==> src/rtl/ffra_wb_bridge.sv <==
// rtl/ffra_wb_bridge.sv - Wishbone-classic register bridge that launches ffra operations and returns the result
// Define FFRA_BRIDGE_IRQ_EN to add the registered completion interrupt output irq.
module ffra_wb_bridge #(
  parameter logic [31:0] BASE_ADR = 32'h3000_0000,
  parameter int unsigned LATENCY  = 2
) (
  input  logic        clk,
  input  logic        rst,
  input  logic        wbs_cyc_i,
  input  logic        wbs_stb_i,
  input  logic        wbs_we_i,
  input  logic [3:0]  wbs_sel_i,
  input  logic [31:0] wbs_adr_i,
  input  logic [31:0] wbs_dat_i,
  output logic        wbs_ack_o,
  output logic [31:0] wbs_dat_o,
  output logic [7:0]  a,
  output logic [7:0]  b,
  output logic [15:0] ci,
  input  logic [15:0] o
`ifdef FFRA_BRIDGE_IRQ_EN
  ,
  output logic        irq
`endif
);

  typedef enum logic [1:0] {S_IDLE, S_WAIT, S_DONE} state_t;

  localparam logic [3:0] LAT4 = 4'(LATENCY);

  state_t      state, state_n;
  logic [3:0]  cnt, cnt_n;
  logic [15:0] result;
  logic        capture;

  logic        in_win, req, wr, rd;
  logic [1:0]  word;
  logic [31:0] rdata;
  logic        busy, done, start, res_rd;
  logic        unused_bits;

  assign in_win = (wbs_adr_i[31:4] == BASE_ADR[31:4]);
  // ack gating guarantees an idle cycle between transfers on a held strobe
  assign req    = wbs_cyc_i & wbs_stb_i & in_win & ~wbs_ack_o;
  assign wr     = req & wbs_we_i;
  assign rd     = req & ~wbs_we_i;
  assign word   = wbs_adr_i[3:2];
  assign busy   = (state == S_WAIT);
  assign done   = (state == S_DONE);
  assign start  = wr && (word == 2'd2) && wbs_sel_i[0] && wbs_dat_i[0];
  assign res_rd = rd && (word == 2'd3);

  assign unused_bits = ^{wbs_adr_i[1:0], wbs_sel_i[3:2], wbs_dat_i[31:16]};

  always_comb begin
    rdata = '0;
    case (word)
      2'd0:    rdata = {16'h0, b, a};
      2'd1:    rdata = {16'h0, ci};
      2'd2:    rdata = {30'h0, done, busy};
      default: rdata = {16'h0, result};
    endcase
  end

  always_ff @(posedge clk) begin
    if (rst) begin
      wbs_ack_o <= 1'b0;
      wbs_dat_o <= '0;
    end else begin
      wbs_ack_o <= req;
      wbs_dat_o <= rd ? rdata : '0;
    end
  end

  // Operands are frozen while an operation is in flight
  always_ff @(posedge clk) begin
    if (rst) begin
      a  <= '0;
      b  <= '0;
      ci <= '0;
    end else if (wr && !busy) begin
      if (word == 2'd0) begin
        if (wbs_sel_i[0]) a <= wbs_dat_i[7:0];
        if (wbs_sel_i[1]) b <= wbs_dat_i[15:8];
      end
      if (word == 2'd1) begin
        if (wbs_sel_i[0]) ci[7:0]  <= wbs_dat_i[7:0];
        if (wbs_sel_i[1]) ci[15:8] <= wbs_dat_i[15:8];
      end
    end
  end

  always_comb begin
    state_n = state;
    cnt_n   = cnt;
    capture = 1'b0;
    case (state)
      S_IDLE: begin
        if (start) begin
          state_n = S_WAIT;
          cnt_n   = LAT4;
        end
      end
      S_WAIT: begin
        if (cnt == 4'd1) begin
          capture = 1'b1;
          state_n = S_DONE;
        end else begin
          cnt_n = cnt - 4'd1;
        end
      end
      S_DONE: begin
        if (start) begin
          state_n = S_WAIT;
          cnt_n   = LAT4;
        end else if (res_rd) begin
          state_n = S_IDLE;
        end
      end
      default: state_n = S_IDLE;
    endcase
  end

  always_ff @(posedge clk) begin
    if (rst) begin
      state  <= S_IDLE;
      cnt    <= '0;
      result <= '0;
    end else begin
      state <= state_n;
      cnt   <= cnt_n;
      if (capture) result <= o;
    end
  end

`ifdef FFRA_BRIDGE_IRQ_EN
  always_ff @(posedge clk) begin
    if (rst) irq <= 1'b0;
    else     irq <= (state_n == S_DONE);
  end
`endif

endmodule

==> config.mk <==
export PLATFORM = sky130hd
export DESIGN_NAME = ffra_wb_bridge
export DESIGN_NICKNAME = d
export VERILOG_FILES = /design/src/rtl/ffra_wb_bridge.sv
export SDC_FILE = /design/constraint.sdc
export NUM_CORES = 1
export LEC_CHECK = 0
export BUFFER_PORTS_ARGS = -buffer_cell sky130_fd_sc_hd__buf_2
export CELL_PAD_IN_SITES_DETAIL_PLACEMENT = 1
export CELL_PAD_IN_SITES_GLOBAL_PLACEMENT = 2
export CORE_AREA = 2 2 117 119
export DETAILED_ROUTE_END_ITERATION = 10
export DIE_AREA = 0 0 119 121
export PLACE_DENSITY = 0.89
export SYNTH_ARGS = -nofsm -noshare
export SYNTH_HDL_FRONTEND = slang
export SYNTH_SLANG_ARGS = --single-unit
==> constraint.sdc <==
create_clock -name clk -period 2.3 [get_ports clk]
set_clock_uncertainty 0.2 [all_clocks]
set_input_delay 0.46 -clock clk [delete_from_list [all_inputs] [get_ports clk]]
set_output_delay 0.46 -clock clk [all_outputs]
set_load 0.01 [all_outputs]
==> results of run 1 <==
-- state kept, by name, summed over array words and instances, names as in the netlist --
| name | count |
|---|---|
| wbs_ack_o | 1 |
| result | 16 |
| ci | 16 |
| b | 8 |
| cnt | 4 |
| wbs_dat_o | 16 |
| a | 8 |
| state | 2 |
-- path summary, 6_finish.rpt --
kind,startpoint,end,slack (ns)
worst max-delay path,state[0],ci[7],0.29
worst min-delay path,o[0],result[0],0.16
worst max register to register,state[0],ci[7],0.29
worst min register to register,result[15],result[15],0.26
-- synthesized netlist by cell type (3+ instances only) --
| cell type | count | area [um2] |
|---|---|---|
| dfxtp_1 | 71 | 1420 |
| a21oi_1 | 64 | 320 |
| nand4_1 | 36 | 225 |
| nand2_1 | 35 | 131 |
| o31ai_1 | 33 | 248 |
| nor2_1 | 31 | 116 |
| clkbuf_1 | 28 | 105 |
| buf_4 | 16 | 120 |
| mux2i_1 | 14 | 140 |
| buf_2 | 6 | 30.0 |
| inv_1 | 5 | 18.8 |
| nor3_1 | 5 | 25.0 |
| nor2b_1 | 4 | 25.0 |
| nor4_2 | 4 | 50.1 |
| and4_1 | 3 | 26.3 |
| nor4_4 | 3 | 63.8 |
-- power groups by stage --
stage	clock, uW	combinational (uW)	sequential [uW]
after detailed placement	0	167	1260
after floorplan	0	91.2	1260
after CTS	1290	168	1230
after global placement	0	161	1260
final	1270	167	1230
after global routing	1330	182	1230
-- per-stage QoR --
stage               instances   util  power (uW)  instance area, um2
finish                    680  0.335        2660                4380
global route              680  0.335        2750                4380
CTS                       680  0.335        2680                4380
detailed placement        665  0.314        1420                4110
global placement          665  0.314        1420                4110
floorplan                 404      -        1350                3410
-- cells by family (layout without fill, tap and decap cells) --
logic type	Yosys count	in the layout	share of synthesized area
buffers and inverters	56	156	0.0852
XOR/XNOR	2	2	0.00523
adder cells (fa/ha/maj)	2	2	0.00747
other	1	16	0.00112
AO/OA/AOI/OAI	104	104	0.186
AND/OR/NAND/NOR	138	138	0.242
flip-flops	71	71	0.424
multiplexers	15	15	0.0486
-- cell type report --
class,instances,area (um2)
timing repair buffer,136,753
clock buffer,11,243
inverter,5,18.8
fill,1602,8710
sequential,71,1420
multi-input combinational,277,1700
clock inverter,4,22.5
tap,176,220
-- critical path, cell delays in order (launching register included) --
cell and delay, ns:
dfxtp_1 0.34, nor2b_1 0.20, or4b_1 0.72, o31ai_1 0.30, a21oi_1 0.12
-- per-layer routing --
layer	wire, um	share of wire	up-vias	global-route usage
met5	27	0.0023	-	0
met4	210	0.018	4	0.0677
met3	956	0.082	19	0.0555
met2	5470	0.47	144	0.267
met1	5060	0.43	1645	0.201
li1	-	-	1609	-
==> out/qor.txt, run 1 <==
PwrDens = 609 mW/mm2
Avg Synthesized Cell Area = 8.61 um2
Share of layout cells above drive strength 1 = 0.321
RSZ-0062 raised after global routing = false
Max-slew headroom = 0.494
Clock Power Share = 0.476
Hold crit path type = in2reg
Worst hold path cell count = 3
Arrival time worst endpoint = 2.01 ns
Max Freq = 497 MHz
Synth unique cells = 40
CTS sink count = 71
Syn Inst Count = 389
Most frequent cells in the layout = buf_2, dfxtp_1, a21oi_1
CTS Hold Bufs = 0
Clock Latency Late Sink = 0.34 ns
Vias = 3421
CTS Buf Count = 9
Layout Area Growth over Synthesis = 30.7%
DRT iter0 DRCs = 285
Grt total ovfl = 0
I/O Buffers = 117
Clock Path Buffers = 2
NumNets Final = 591
Initial Utilization = 0.256
Final GP Congestion = 0.810
Core area = 0.0131 mm2
YS warnings = 0
Final Hold Fails = 0
Clock root buffer = clkbuf_16
DRC violations left = 0
Mapped Area = 0.00335 mm2
Fin crit share = 0.874
P_leak = 0.00175 uW
Post-CTS resize count = 0
Most common flop cell mapped by yosys = dfxtp_1
Most common cell after layout, fill and taps aside = buf_2
Status = complete, no violations
Drt first pass iters = 4
Critical path endpoint category = register
Seq/Total Area, Yosys = 0.424
Crit Path Max Fanout = 8
H-tree depth = 3
Hold slack = 0.160 ns
Final setup fails = 0
Final Max Slew Viols = 0
Comb pwr share = 0.063
R2R depth = 4
Vias in the first global route = 3457
Post-DP HPWL = 8610 um
CTS tree = yes
# Post-CTS Setup Buffers = 0
Pre-CTS WS = 0.0171 ns
CP required = 2.29 ns
Least-Margin Pin Slew = 0.759 ns
Total die area = 0.0144 mm2
EDFF count, synth = 0
Switch Pwr = 622 uW
Die W = 119 um
VDD IR max = 0.368 mV
DRT antenna net count = 0
Min cycle time layout = 2.01 ns
Row count = 42
Int Pwr = 2040 uW
Ys async rst share = 0
Vias per cell = 5.03
Setup TNS = 0 ns
Io pins = 154
Initial antenna violation count = 2
First-pass GRT wire length = 18400 um
Die height = 121 um
Final wirelength = 11700 um
FF+latch count, synth = 71
Gr usage total = 0.165
Largest net degree at the start of global routing = 55
Max Cap Viol = 0
CP Class = reg2reg
Diode count = 0
Routed len/inst = 17.2 um
Clock transition at the registers of the reported paths = 0.05 ns
Seq pwr share = 0.462
Final worst-path setup slack = 0.289 ns
Sw Ratio = 0.234
CP Launch Type = register
(Power assumes the default switching activity.)
==> inputs of run 2 (changes only) <==
--- a/config.mk
+++ b/config.mk
@@ -6,11 +6,9 @@
 export NUM_CORES = 1
 export LEC_CHECK = 0
 export BUFFER_PORTS_ARGS = -buffer_cell sky130_fd_sc_hd__buf_2
-export CELL_PAD_IN_SITES_DETAIL_PLACEMENT = 1
-export CELL_PAD_IN_SITES_GLOBAL_PLACEMENT = 2
-export CORE_AREA = 2 2 117 119
+export CORE_AREA = 2 2 88 90
 export DETAILED_ROUTE_END_ITERATION = 10
-export DIE_AREA = 0 0 119 121
+export DIE_AREA = 0 0 90 92
 export PLACE_DENSITY = 0.89
 export SYNTH_ARGS = -nofsm -noshare
 export SYNTH_HDL_FRONTEND = slang
==> run 2 against run 1 <==
  * Non-clock buffer count fell by 2
  * Critical path type unchanged
  * Largest cell class unchanged
  * Combinational power hardly changed
  * Core utilization grew 23 points
  * Register-to-register slack worse by 0.03 ns
  * Via count is 1.4% higher
  * First-iteration DRC count up 110%
  * Cell count decreased by 11%
  * Critical path depth increased by 2
  * Global-route usage up 6.4 points
==> out/qor.txt, run 2 (synthesis results as in run 1) <==
Status = complete, no violations
Fin crit share = 0.885 (+0.0110)
Most frequent cells in the layout = buf_2, dfxtp_1, a21oi_1
Initial antenna violation count = 1 (-1)
Setup TNS = 0 ns (unchanged)
CP Class = reg2reg
Most common cell after layout, fill and taps aside = buf_2
Gr usage total = 0.229 (+0.0641)
CTS Buf Count = 9 (unchanged)
Fin area = 0.00423 mm2 (-3.4%)
Final Max Slew Viols = 0 (unchanged)
DRT antenna net count = 0 (unchanged)
First-pass GRT wire length = 15400 um (-16%)
Share of layout cells above drive strength 1 = 0.322 (+0.000639)
CTS tree = yes
RSZ-0062 raised after global routing = false
I/O Buffers = 117 (unchanged)
Row count = 32 (-24%)
PwrDens = 567 mW/mm2 (-6.9%)
Critical path endpoint category = register
# Post-CTS Setup Buffers = 0 (unchanged)
Crit path largest cell delay = 0.48 ns (-0.24 ns)
Die height = 92 um (-24%)
# placed instances = 589 (-11%)
Footprint of the multi-input gates = 0.00170 mm2 (unchanged)
Layout Area Growth over Synthesis = 26.3%
Hold crit path type = in2reg
Sequence of cells on the critical path = ha_1 -> or3b_2 -> nor2_1 -> buf_4 -> nand2_1 -> a21oi_1
Hold slack = 0.148 ns (-0.0122 ns)
Initial Utilization = 0.450 (+0.194)
Final wirelength = 9710 um (-17%)
Clock root buffer = clkbuf_8
Max Freq = 491 MHz (-1.2%)
Post-DP HPWL = 6940 um (-19%)
Vias per cell = 5.73 (+14%)
DRT iter0 DRCs = 604 (+110%)
CP delay by family, top = simple AND/OR/NAND/NOR gates
Arrival time worst endpoint = 2.11 ns (+0.10 ns)
Post-CTS resize count = 0 (unchanged)
P_leak = 0.00172 uW (-1.9%)
Clock Latency Late Sink = 0.35 ns (about the same)
CP required = 2.38 ns (+0.09 ns)
Max-slew headroom = 0.532 (+0.0384)
Total die area = 0.00828 mm2 (-42%)
Final GP Congestion = 0.926 (+14%)
Vias in the first global route = 3273 (-5.3%)
Largest registers = ci (16), result (16), wbs_dat_o (16)
Layout Cells excl Fill = 606 (-11%)
Buffer and inverter count on the worst path = 1 (+1)
Worst path slowest cell = or3b_2
CP Launch Type = register
Area after DPL = 0.00403 mm2 (-2.0%)
Routed len/inst = 16.0 um (-7.0%)
FF-to-FF Start = cnt[0]
Final Hold Fails = 0 (unchanged)
CTS Hold Bufs = 0 (unchanged)
Grt total ovfl = 0 (unchanged)
Layout fillers = 658 (-59%)
Die W = 90 um (-24%)
Max Cap Viol = 0 (unchanged)
Largest net degree at the start of global routing = 55 (unchanged)
Drt first pass iters = 7 (+3)
Min cycle time layout = 2.04 ns (+0.0252 ns)
Io pins = 154 (unchanged)
Core area = 0.00745 mm2 (-43%)
Vias = 3470 (+1.4%)
NumNets Final = 589 (-0.34%)
Worst Setup SP = cnt[0]
H-tree depth = 3 (unchanged)
Sequential cell area = 0.00142 mm2 (unchanged)
Least-Margin Pin Slew = 0.701 ns (-0.0576 ns)
CTS sink count = 71 (unchanged)
Clock Path Buffers = 2 (unchanged)
DRC violations left = 0 (unchanged)
Clock transition at the registers of the reported paths = 0.08 ns (+0.03 ns)
Crit Path Max Fanout = 11 (+3)
Core Util, Final = 0.568 (+0.233)
Hold path startpoint = o[1]
Final setup fails = 0 (unchanged)
VDD IR max = 0.334 mV (-9.0%)
[run 2: cell count changes in the layout (fill, tap and decap cells not counted)]
cell,delta
buf_12,+2
buf_4,-4
bufinv_16,+1
clkbuf_1,-1
clkbuf_16,-9
clkbuf_8,+8
clkinv_2,-1
clkinv_4,+1
clkinvlp_4,+1
diode_2,+1
inv_6,+1
[run 2: routing by layer]
metal | wire [um] | vias up | global-route usage
met2 | 4750 | 230 | 0.377
met3 | 886 | 46 | 0.0649
li1 | - | 1609 | -
met1 | 3700 | 1585 | 0.268
met5 | 0 | - | 0
met4 | 377 | 0 | 0.132
[run 2: worst paths after layout]
path | cells past startpoint | end | slack [ns]
worst min-delay path | 3 | result[1] | 0.15
worst max register to register | 6 | result[9] | 0.26
worst min register to register | 2 | result[4] | 0.26
worst max-delay path | 6 | result[9] | 0.26
[run 2: through the flow]
step           total power, uW  worst slack [ns]
6_report                  2400             0.264
5_1_grt                   2470             0.173
4_1_cts                   2390             0.312
3_5_place_dp              1420            0.0280
3_3_place_gp              1410            0.0933
2_1_floorplan             1350             0.238
[run 2: report_power, final]
group          internal, uW  switching (uW)  total, uW
sequential             1230    0.0000000839       1230
combinational          65.8            98.3        164
clock                   502             502       1000
[run 2: worst reg2reg max path, cell delays in order (launching register included)]
cell and delay, ns:
dfxtp_1 0.38, ha_1 0.18, or3b_2 0.48, nor2_1 0.26, buf_4 0.24, nand2_1 0.08
a21oi_1 0.15
[run 2: area by class of cell]
cell class                 count  area share
multi-input combinational    277       0.402
inverter                       5     0.00444
timing repair buffer         134       0.180
tap                          102      0.0302
antenna                        1    0.000592
sequential                    71       0.336
clock inverter                 7      0.0172
clock buffer                   9      0.0293
